[config.mk]
export PLATFORM = sky130hd
export DESIGN_NAME = div_iter
export DESIGN_NICKNAME = d
export VERILOG_FILES = /design/src/rtl/cpu_defs.sv /design/src/rtl/div_step.sv /design/src/rtl/div_iter.sv
export SDC_FILE = /design/constraint.sdc
export NUM_CORES = 1
export LEC_CHECK = 0
export ABC_AREA = 1
export CAP_MARGIN = 30
export CORE_MARGIN = 1.5
export CORE_UTILIZATION = 25
export CTS_CLUSTER_SIZE = 16
export DETAILED_ROUTE_END_ITERATION = 10
export SLEW_MARGIN = 15
export SYNTH_ARGS = -nofsm -noshare
export SYNTH_HDL_FRONTEND = slang
export SYNTH_SLANG_ARGS = --single-unit
[constraint.sdc]
create_clock -name clk -period 5.2 [get_ports clk]
set_clock_uncertainty 0.15 [all_clocks]
set_input_delay 0.52 -clock clk [delete_from_list [all_inputs] [get_ports clk]]
set_output_delay 0.52 -clock clk [all_outputs]
set_load 0.02 [all_outputs]
[src/rtl/cpu_defs.sv]
// Shared CPU definitions: divider state encoding and the ALU control codes
// from which the decoder derives the divider's start/signed_div strobes.
package cpu_defs;

    typedef enum logic [1:0] {
        IDLE = 2'd0,
        BUSY = 2'd1,
        DONE = 2'd2
    } divState_t;

    localparam logic [3:0] ALU_DIV  = 4'b1010;
    localparam logic [3:0] ALU_DIVU = 4'b1011;

    // True when the alucontrol code selects either divide flavour.
    function automatic logic isDivOp(input logic [3:0] aluControl);
        return (aluControl == ALU_DIV) || (aluControl == ALU_DIVU);
    endfunction

    // True when the alucontrol code selects the two's complement divide.
    function automatic logic isSignedDiv(input logic [3:0] aluControl);
        return aluControl == ALU_DIV;
    endfunction

endpackage

[src/rtl/div_step.sv]
// One radix-2 restoring division step: shift {rem, quo} left by one, trial
// subtract the divisor magnitude and keep the difference when it fits.
module div_step #(
    parameter int WIDTH = 32
) (
    input  logic [WIDTH-1:0] remIn,
    input  logic [WIDTH-1:0] quoIn,
    input  logic [WIDTH-1:0] divisor,
    output logic [WIDTH-1:0] remOut,
    output logic [WIDTH-1:0] quoOut
);

    logic [WIDTH:0] shifted;
    logic           fits;

    // Trial subtraction on the widened partial remainder.
    always_comb begin
        shifted = {remIn, quoIn[WIDTH-1]};
        fits    = shifted >= {1'b0, divisor};
        // When the divisor fits, the difference is below the divisor and
        // therefore representable in WIDTH bits.
        remOut  = fits ? (shifted[WIDTH-1:0] - divisor) : shifted[WIDTH-1:0];
        quoOut  = {quoIn[WIDTH-2:0], fits};
    end

endmodule

[src/rtl/div_iter.sv]
// Iterative radix-2 restoring divider (DIV/DIVU) for the execute stage.
// Produces {remainder, quotient} for hi/lo and a combinational stall request.
// Optional: DIV_BYZERO_FAST_EN makes a zero divisor skip the iteration.
module div_iter
    import cpu_defs::*;
#(
    parameter int WIDTH = 32
) (
    input  logic               clk,
    input  logic               rst,
    input  logic               start,
    input  logic               signed_div,
    input  logic [WIDTH-1:0]   a,
    input  logic [WIDTH-1:0]   b,
    input  logic               cancel,
    output logic               div_running,
    output logic               done,
    output logic [2*WIDTH-1:0] hilo,
    output logic               dbz
);

    localparam int CW = $clog2(WIDTH + 1);

    divState_t        state;
    logic [CW-1:0]    cnt;
    logic [WIDTH-1:0] rem, quo, dmag, aRaw;
    logic             qsign, rsign, dzero;
    logic [WIDTH-1:0] remNext, quoNext;
    logic [WIDTH-1:0] aMag, bMag;
    logic [WIDTH-1:0] qFinal, rFinal;

    div_step #(.WIDTH(WIDTH)) uStep (
        .remIn  (rem),
        .quoIn  (quo),
        .divisor(dmag),
        .remOut (remNext),
        .quoOut (quoNext)
    );

    // Operand magnitudes for the signed path.
    always_comb begin
        aMag = (signed_div & a[WIDTH-1]) ? -a : a;
        bMag = (signed_div & b[WIDTH-1]) ? -b : b;
    end

    // Sign correction of the final step's result; a zero divisor forces the
    // all-ones quotient and the raw dividend regardless of signedness.
    always_comb begin
        qFinal = qsign ? -quoNext : quoNext;
        rFinal = rsign ? -remNext : remNext;
        if (dzero) begin
            qFinal = '1;
            rFinal = aRaw;
        end
    end

    // Stall request: asserted in the start cycle itself, then throughout BUSY.
    always_comb begin
        div_running = (state == BUSY) | ((state == IDLE) & start & ~cancel);
    end

    // Control FSM and datapath registers.
    always_ff @(posedge clk) begin
        if (rst) begin
            state <= IDLE;
            cnt   <= '0;
            rem   <= '0;
            quo   <= '0;
            dmag  <= '0;
            aRaw  <= '0;
            qsign <= 1'b0;
            rsign <= 1'b0;
            dzero <= 1'b0;
            hilo  <= '0;
            dbz   <= 1'b0;
            done  <= 1'b0;
        end else begin
            done <= 1'b0;
            if (cancel) begin
                state <= IDLE;
                cnt   <= '0;
            end else begin
                case (state)
                    IDLE: begin
                        if (start) begin
                            rem   <= '0;
                            quo   <= aMag;
                            dmag  <= bMag;
                            aRaw  <= a;
                            qsign <= signed_div & (a[WIDTH-1] ^ b[WIDTH-1]);
                            rsign <= signed_div & a[WIDTH-1];
                            dzero <= (b == '0);
                            cnt   <= '0;
`ifdef DIV_BYZERO_FAST_EN
                            if (b == '0) begin
                                state <= DONE;
                                hilo  <= {a, {WIDTH{1'b1}}};
                                dbz   <= 1'b1;
                                done  <= 1'b1;
                            end else begin
                                state <= BUSY;
                            end
`else
                            state <= BUSY;
`endif
                        end
                    end
                    BUSY: begin
                        rem <= remNext;
                        quo <= quoNext;
                        cnt <= cnt + 1'b1;
                        if (cnt == CW'(WIDTH - 1)) begin
                            state <= DONE;
                            hilo  <= {rFinal, qFinal};
                            dbz   <= dzero;
                            done  <= 1'b1;
                        end
                    end
                    DONE: begin
                        state <= IDLE;
                    end
                    default: begin
                        state <= IDLE;
                    end
                endcase
            end
        end
    end

endmodule

Yosys cells after proc, flatten, opt, wreduce, memory -nomap -nowiden
Cells that the tools add are included.

Multiplexer cells: 17. Reduce and logical (&&, ||, !) cells: 10. Magnitude comparators: 1. Equal/unequal tests: 4. Add/subtract/negate cells: 6. Bitwise gates (word level): 9.

Operators by type and width (count): two-way mux 32 bit (9); negator 32 bit (4); one-hot mux 32 bit (2 select lines) (2); greater-or-equal comparator 33 x 32 -> 1 bit (1); zero test 32 bit (1); subtractor 32 bit (1); one-hot mux 6 bit (2 select lines) (1); AND reduction 3 bit (3); adder 6 x 1 -> 6 bit, second input constant (1); equality test 6 x 5 -> 1 bit, second input constant (1); two-way mux 6 bit (1); AND 1 bit (5); two-way mux 2 bit (2); one-hot mux 2 bit (2 select lines) (1); AND reduction 2 bit (2); OR reduction 3 bit (1); equality test 2 x 1 -> 1 bit, second input constant (1); zero test 2 bit (1); != test 2 x 1 -> 1 bit, second input constant (1); != test 2 bit, second input constant (1); NOT 1 bit (2); nonzero test 2 bit (1); OR reduction 2 bit (1); two-way mux 1 bit (1); 2 further kinds (2).

Logic and storage cells: 59. Register bits after elaboration: 205. Output and inout bits: 67. Input bits: 69.

Logic depth before layout (Yosys ltp)
Gate-level depths: netlist (run 1).

Depth in word-level cells: 5. Mapped depth: 26. Mapped depth without buffers: 25.

Modules after synthesis
From an unflattened synthesis (run 1), not the netlist that was laid out.

Cells, all modules: 2447. Area total of the unflattened synthesis: 14766.7 um^2.

By module, submodules not included: div_iter (cells an instance 1768, area an instance 11365.9 um^2, times used 1); div_step (cells an instance 679, area an instance 3400.8 um^2, times used 1).

Least setup slack after synthesis (run 1)
Ideal clock, no wire load.

Path kind: flip-flop to flip-flop. From: register rem[23]. To: register hilo[28]. Setup time: 0.117 ns. Buffers on the path: 1. Path slack: 1.446 ns. Data arrival time: 3.487 ns. Data required time: 4.933 ns. Stages on the path, launching flop included: 21. Path through: dfxtp_1 > ha_1 > a21oi_2 > o21ai_0 > a21oi_2 > nand3_4 > nand2_4 > nand2_4 > inv_2 > buf_2 > ha_1 > nand3_1 > nor3_1 > nand3_1 > nor3_1 > nand4_1 > o31ai_1 > o21ai_0 > xor2_1 > o221ai_1 > inv_1.

Cells in the longest elaborated chain, start to end: 4.

RTL lines: start, declared (line div_iter.sv:26) `logic [WIDTH-1:0] rem, quo, dmag, aRaw;`; start signal, assigned (line div_iter.sv:109) `rem <= remNext;`; greater-or-equal comparator 33 x 32 -> 1 bit (line div_step.sv:19) `fits = shifted >= {1'b0, divisor};`; negator 32 bit (line div_iter.sv:49) `qFinal = qsign ? -quoNext : quoNext;`; two-way mux 32 bit (line div_iter.sv:49); two-way mux 32 bit (line div_iter.sv:51) `if (dzero) begin`; end signal, assigned (line div_iter.sv:114) `hilo <= {rFinal, qFinal};`; end, declared (line div_iter.sv:18) `output logic [2*WIDTH-1:0] hilo,`.

Every way passes these cells. A chain may end at the register's enable or synchronous reset.

Final worst setup path (run 1)
From: register rem[19]. To: register hilo[28].

The elaborated chain is that of the path after synthesis.

==> results of run 1 <==
[cell families (layout without fill, tap and decap cells)]
group | count (synthesis) | after routing | synth area share (%)
buffers and inverters | 376 | 481 | 10.7
other | 0 | 1 | 0
DFF | 205 | 205 | 29.6
AOI/OAI and AO/OA | 482 | 482 | 19.4
and+or+nand+nor | 1019 | 1019 | 32.0
adders and majority gates | 38 | 38 | 3.49
xor gates and xnor gates | 75 | 75 | 4.74
[cells in the mapped netlist, types with 3 or more instances]
library cell	instances
a211oi_1	3
o221ai_1	21
nor3_1	29
or2_2	8
nor4_1	9
inv_1	265
nor2_2	9
ha_1	37
buf_6	5
nand3_4	4
o21ai_2	3
xnor2_1	20
nand4_1	19
nand2_1	539
o21ai_0	175
a221oi_1	7
nor2_4	5
nand2_2	23
a31oi_1	19
o211ai_1	6
inv_2	15
nand3b_1	6
o21ai_1	8
xor2_1	55
buf_2	4
o21bai_1	8
clkbuf_1	73
a21oi_1	212
nor2_1	197
nand3_1	152
buf_1	8
nand2_4	7
dfxtp_1	205
a21oi_2	6
[layout by cell type, fill, tap and decap left out, types with 29 or more instances in the layout]
cell             synthesis  layout
inv_1                  265     264
ha_1                    37      37
nand3_1                152     152
nand2_1                539     539
clkdlybuf4s50_1          0     134
xor2_1                  55      55
nor3_1                  29      29
o21ai_0                175     175
a21oi_1                212     212
dfxtp_1                205     205
nor2_1                 197     193
[power by group through the flow]
stage | Sequential (mW) | Clock, mW | Combinational (mW)
after floorplan | 1.70 | 0 | 0.697
after global placement | 1.72 | 0 | 0.995
after detailed placement | 1.72 | 0 | 0.993
after CTS | 1.69 | 1.93 | 0.998
after global routing | 1.70 | 2.00 | 1.12
final | 1.69 | 1.90 | 1.01
[critical path: stages (launching register included)]
cell,delay [ns]
dfxtp_1,0.33
ha_1,0.38
a21oi_1,0.22
nand2_1,0.13
a21oi_2,0.20
nand3_4,0.11
nand2_4,0.26
nand2_4,0.11
inv_2,0.07
ha_1,0.17
nand3_1,0.10
nor3_1,0.20
nand3_1,0.13
nor3_1,0.45
nand4_1,0.28
o31ai_1,0.43
o21ai_0,0.18
xor2_1,0.18
o221ai_1,0.15
inv_1,0.05
[layer usage]
metal / routed length (µm) / vias up
met5: 0 / -
met4: 1500 / 0
met3: 3150 / 68
met2: 21900 / 437
met1: 24300 / 6704
li1: - / 7340
[sequential cells by signal, summed over array words and instances (netlist names)]
name,flops
dmag,32
rem,32
hilo,64
state,2
dzero,1
dbz,1
aRaw,32
done,1
cnt,6
quo,32
qsign,1
rsign,1
[cell type report]
type / count / area (µm²) / share of cell area (%)
Tap cell: 704 / 881 / 5.26
Multi-Input combinational cell: 1614 / 8280 / 49.5
Clock buffer: 29 / 669 / 4.00
Clock inverter: 15 / 214 / 1.28
Inverter: 282 / 1060 / 6.33
Timing Repair Buffer: 155 / 1520 / 9.08
Antenna cell: 1 / 2.50 / 0.0150
Sequential cell: 205 / 4100 / 24.5
[final timing paths]
check / end / slack (ns) / depth (start not counted)
setup / recovery: hilo[28] / 0.77 / 19
hold reg to reg: aRaw[29] / 0.30 / 2
setup reg to reg: hilo[28] / 0.77 / 19
hold / removal: state[1] / 0.25 / 2
==> impl_metrics.json, run 1 <==
{
  "start_util_pct": 25.2,
  "cts.clk_slew.worst_paths_ns": 0.06,
  "gp_congestion": 0.962,
  "ys_seq_area_share_pct": 29.6,
  "fin_crit_ns": 4.43,
  "dp.cells": 2959,
  "die_w_um": 238,
  "dr.pass1.iters": 6,
  "grt_pass1_vias": 13200,
  "max_cap_viol_count": 0,
  "top_usage_layer": "met2",
  "clockRootBuffer": "clkbuf_16",
  "routedWlPerCell_um": 16.9,
  "grt_max_degree": 88,
  "p_per_area_nw_per_um2": 275,
  "crit_required_ns": 5.50,
  "antenna_found_initial": 1,
  "dp_slack_ns": 0.861,
  "setup_slack_ns": 0.766,
  "core_um2": 54900,
  "combPwrFrac_pct": 22.0,
  "ant_nets": 0,
  "r2r-start": "rem[19]",
  "io_buffers": 135,
  "cts_hold_repair.buffers": 0,
  "grt_use_met1_pct": 25.2,
  "worstSetupPathType": "register to register",
  "syn2layout_area_growth_pct": 20.8,
  "post-cts-setup-buffer-count": 0,
  "maxSlewViolCount": 0,
  "netlist_area_um2": 13900,
  "grt_overflow": 0,
  "synth_top_area_share_pct": 29.6,
  "clk_path_buf_depth": 3,
  "synthesis.instances": 2195,
  "yosys.cell_types.count": 57,
  "nets": 2389,
  "synth_top_area_cell": "dfxtp_1",
  "cts_made_buffers": 24,
  "fin_util_pct": 30.5,
  "clk_latency_ns": 0.56,
  "yosysWarnings": 0,
  "syn_nets": 2302,
  "cts_tree": "done",
  "run_status": "completed",
  "power_switching_mw": 1.48,
  "cp-startpoint": "rem[19]",
  "dr_total_vias": 14500,
  "hold_viol": 0,
  "cts.sinks": 205,
  "drt-vias-per-instance": 4.84,
  "grt_pass1_wl_um": 77800,
  "syn_avg_cell_area_um2": 6.31,
  "setup_viol_count_final": 0,
  "slew_headroom_pct": 43.3,
  "p_clk_share_pct": 41.4,
  "cp-start-kind": "register",
  "leakage_nw": 7.61,
  "use_met2_pct": 26.9,
  "power_mw": 4.60,
  "hp-class": "input pin to register",
  "drt_iter0_drc": 1310,
  "min_from": "rst",
  "drc": 0,
  "seqPwrFrac_pct": 36.7,
  "fin_area_um2": 16700,
  "synth_flop_cell": "dfxtp_1",
  "setup-tns-final_ns": 0,
  "met3_usage_pct": 2.46,
  "rsz0062_at_grt": "false",
  "place_area_um2": 15800,
  "swShare_pct": 32.1,
  "ir_drop_mv": 0.233,
  "grt_usage_pct": 17.6,
  "ys_ff_latch": 205,
  "htreeDepth": 1,
  "arrival_ns": 4.73,
  "cts-resized-gates": 0,
  "worst_hold_slack_ns": 0.255,
  "num-fill-cells": 6117,
  "cp_max_fo": 21,
  "end_kind": "register",
  "tightestPinTransition_ns": 0.850,
  "dp_hpwl_um": 39000,
  "min_period_over_period_pct": 85.3,
  "synth_edf_count": 0,
  "drive_gt1_share_pct": 6.91,
  "die_y_um": 238,
  "ios": 136,
  "ys_async_sr_fraction_pct": 0,
  "max_freq_mhz": 226,
  "row_count": 86,
  "synth_area_leaders": "dfxtp_1 (30%), nand2_1 (15%), a21oi_1 (7.7%)",
  "intPower_mw": 3.13,
  "routed_wirelength_um": 50900,
  "die_area_um2": 56800,
  "stdcell_count": 3005
}
No activity file was read; power rests on OpenSTA's default activity.
==> run 2: changes to the inputs <==
- SLEW_MARGIN: 15 -> default
==> run 2 against run 1 <==
  * Sequential share of layout area is essentially flat
  * Register-to-register slack better by 0.03 ns
  * Critical endpoint unchanged
  * Wire length about the same
  * Cell area down 0.16%
==> impl_metrics.json, run 2 (same netlist as run 1, synthesis figures left out) <==
{
  "die_area_um2": 56800,
  "clk_path_buf_depth": 3,
  "drive_gt1_share_pct": 6.87,
  "clk_latency_ns": 0.55,
  "setup-tns-final_ns": 0,
  "mostFrequentLayoutCells": "nand2_1 (539), inv_1 (264), a21oi_1 (212), dfxtp_1 (205), nor2_1 (193)",
  "top_register": "hilo",
  "dr_total_vias": 14600,
  "grt_pass1_wl_um": 77800,
  "grt_pass1_vias": 13200,
  "clockRootBuffer": "clkbuf_16",
  "nets": 2388,
  "ant_nets": 0,
  "tightestPinTransition_ns": 0.913,
  "min_period_over_period_pct": 84.6,
  "arrival_ns": 4.70,
  "setup_viol_count_final": 0,
  "gp_congestion": 0.962,
  "core_um2": 54900,
  "num-fill-cells": 6119,
  "drc": 0,
  "post-cts-setup-buffer-count": 0,
  "ir_drop_mv": 0.233,
  "die_y_um": 238,
  "routed_wirelength_um": 50900,
  "run_status": "completed",
  "grt_overflow": 0,
  "end_kind": "register",
  "maxSlewViolCount": 0,
  "cp-start-kind": "register",
  "stdcell_count": 3004,
  "slew_headroom_pct": 39.1,
  "drt-vias-per-instance": 4.85,
  "row_count": 86,
  "fin_crit_ns": 4.40,
  "cts.clk_slew.worst_paths_ns": 0.06,
  "dr.pass1.iters": 5,
  "io_buffers": 135,
  "syn2layout_area_growth_pct": 20.6,
  "ios": 136,
  "antenna_found_initial": 1,
  "cts-resized-gates": 0,
  "max_cap_viol_count": 0,
  "cts_made_buffers": 24,
  "cts_tree": "done",
  "cts_hold_repair.buffers": 0,
  "dp.cells": 2959,
  "crit_required_ns": 5.50,
  "grt_max_degree": 88,
  "final_common_cell": "nand2_1",
  "die_w_um": 238,
  "max_freq_mhz": 227,
  "cts.sinks": 205,
  "hold_viol": 0,
  "routedWlPerCell_um": 17.0,
  "cp_max_fo": 21,
  "leakage_nw": 7.60,
  "hp-class": "input pin to register",
  "dp_hpwl_um": 39000,
  "worstSetupPathType": "register to register",
  "largest_register_ffs": 64,
  "start_util_pct": 25.2,
  "htreeDepth": 1,
  "p_per_area_nw_per_um2": 275,
  "drt_iter0_drc": 1328,
  "rsz0062_at_grt": "false",
  "grt_usage_pct": 17.6
}
run 2: cell types whose count changed in the layout (fill, tap and decap cells not counted):
cell	previous run	this run
buf_16	1	0
run 2: routing by layer:
| layer | GRT usage, % | routed length (µm) |
|---|---|---|
| met5 | 0 | 0 |
| met1 | 25.2 | 24500 |
| met3 | 2.46 | 2990 |
| met2 | 26.9 | 21900 |
| met4 | 5.72 | 1480 |
run 2: through the flow:
step	setup slack [ns]	instance area (µm²)	hold WS, ns	power (mW)	utilization [%]
after floorplan	1.45	13900	0.275	2.40	-
after global placement	0.911	15800	0.292	2.72	28.8
after detailed placement	0.861	15800	0.292	2.71	28.8
after CTS	0.873	16700	0.244	4.62	30.4
after global routing	0.459	16700	0.274	4.82	30.4
final	0.800	16700	0.252	4.60	30.4
run 2: layout make-up:
class	instances	area (µm²)	area share, %
antenna	1	2.50	0.0150
clock buffer	29	669	4.01
clock inverter	15	214	1.28
inverter	282	1060	6.34
multi-input combinational	1614	8280	49.6
sequential	205	4100	24.6
tap	704	881	5.27
timing repair buffer	154	1490	8.93
run 2: power breakdown:
part | switching (mW) | internal (mW) | total, mW
clock network | 0.734 | 1.16 | 1.90
logic | 0.682 | 0.329 | 1.01
registers | 0.0570 | 1.63 | 1.69
run 2: worst max-delay path: stages, from the launching register on:
cell	delay [ns]
dfxtp_1	0.32
inv_1	0.04
ha_1	0.33
nand2_1	0.15
inv_2	0.05
nand2_1	0.06
nand2_1	0.05
nand2_1	0.09
nand3_4	0.11
nand2_4	0.10
nand3_4	0.08
nand2_4	0.26
nand2_4	0.11
inv_2	0.07
ha_1	0.17
nand3_1	0.10
nor3_1	0.20
nand3_1	0.13
nor3_1	0.45
nand4_1	0.27
o31ai_1	0.41
o21ai_0	0.18
xor2_1	0.18
o221ai_1	0.15
inv_1	0.05
run 2: worst paths after layout:
check | startpoint | endpoint | slack (ns) | cells past startpoint
setup / recovery | dmag[3] | hilo[28] | 0.80 | 24
hold / removal | rst | state[1] | 0.25 | 2
setup reg to reg | dmag[3] | hilo[28] | 0.80 | 24
hold reg to reg | aRaw[29] | aRaw[29] | 0.30 | 2
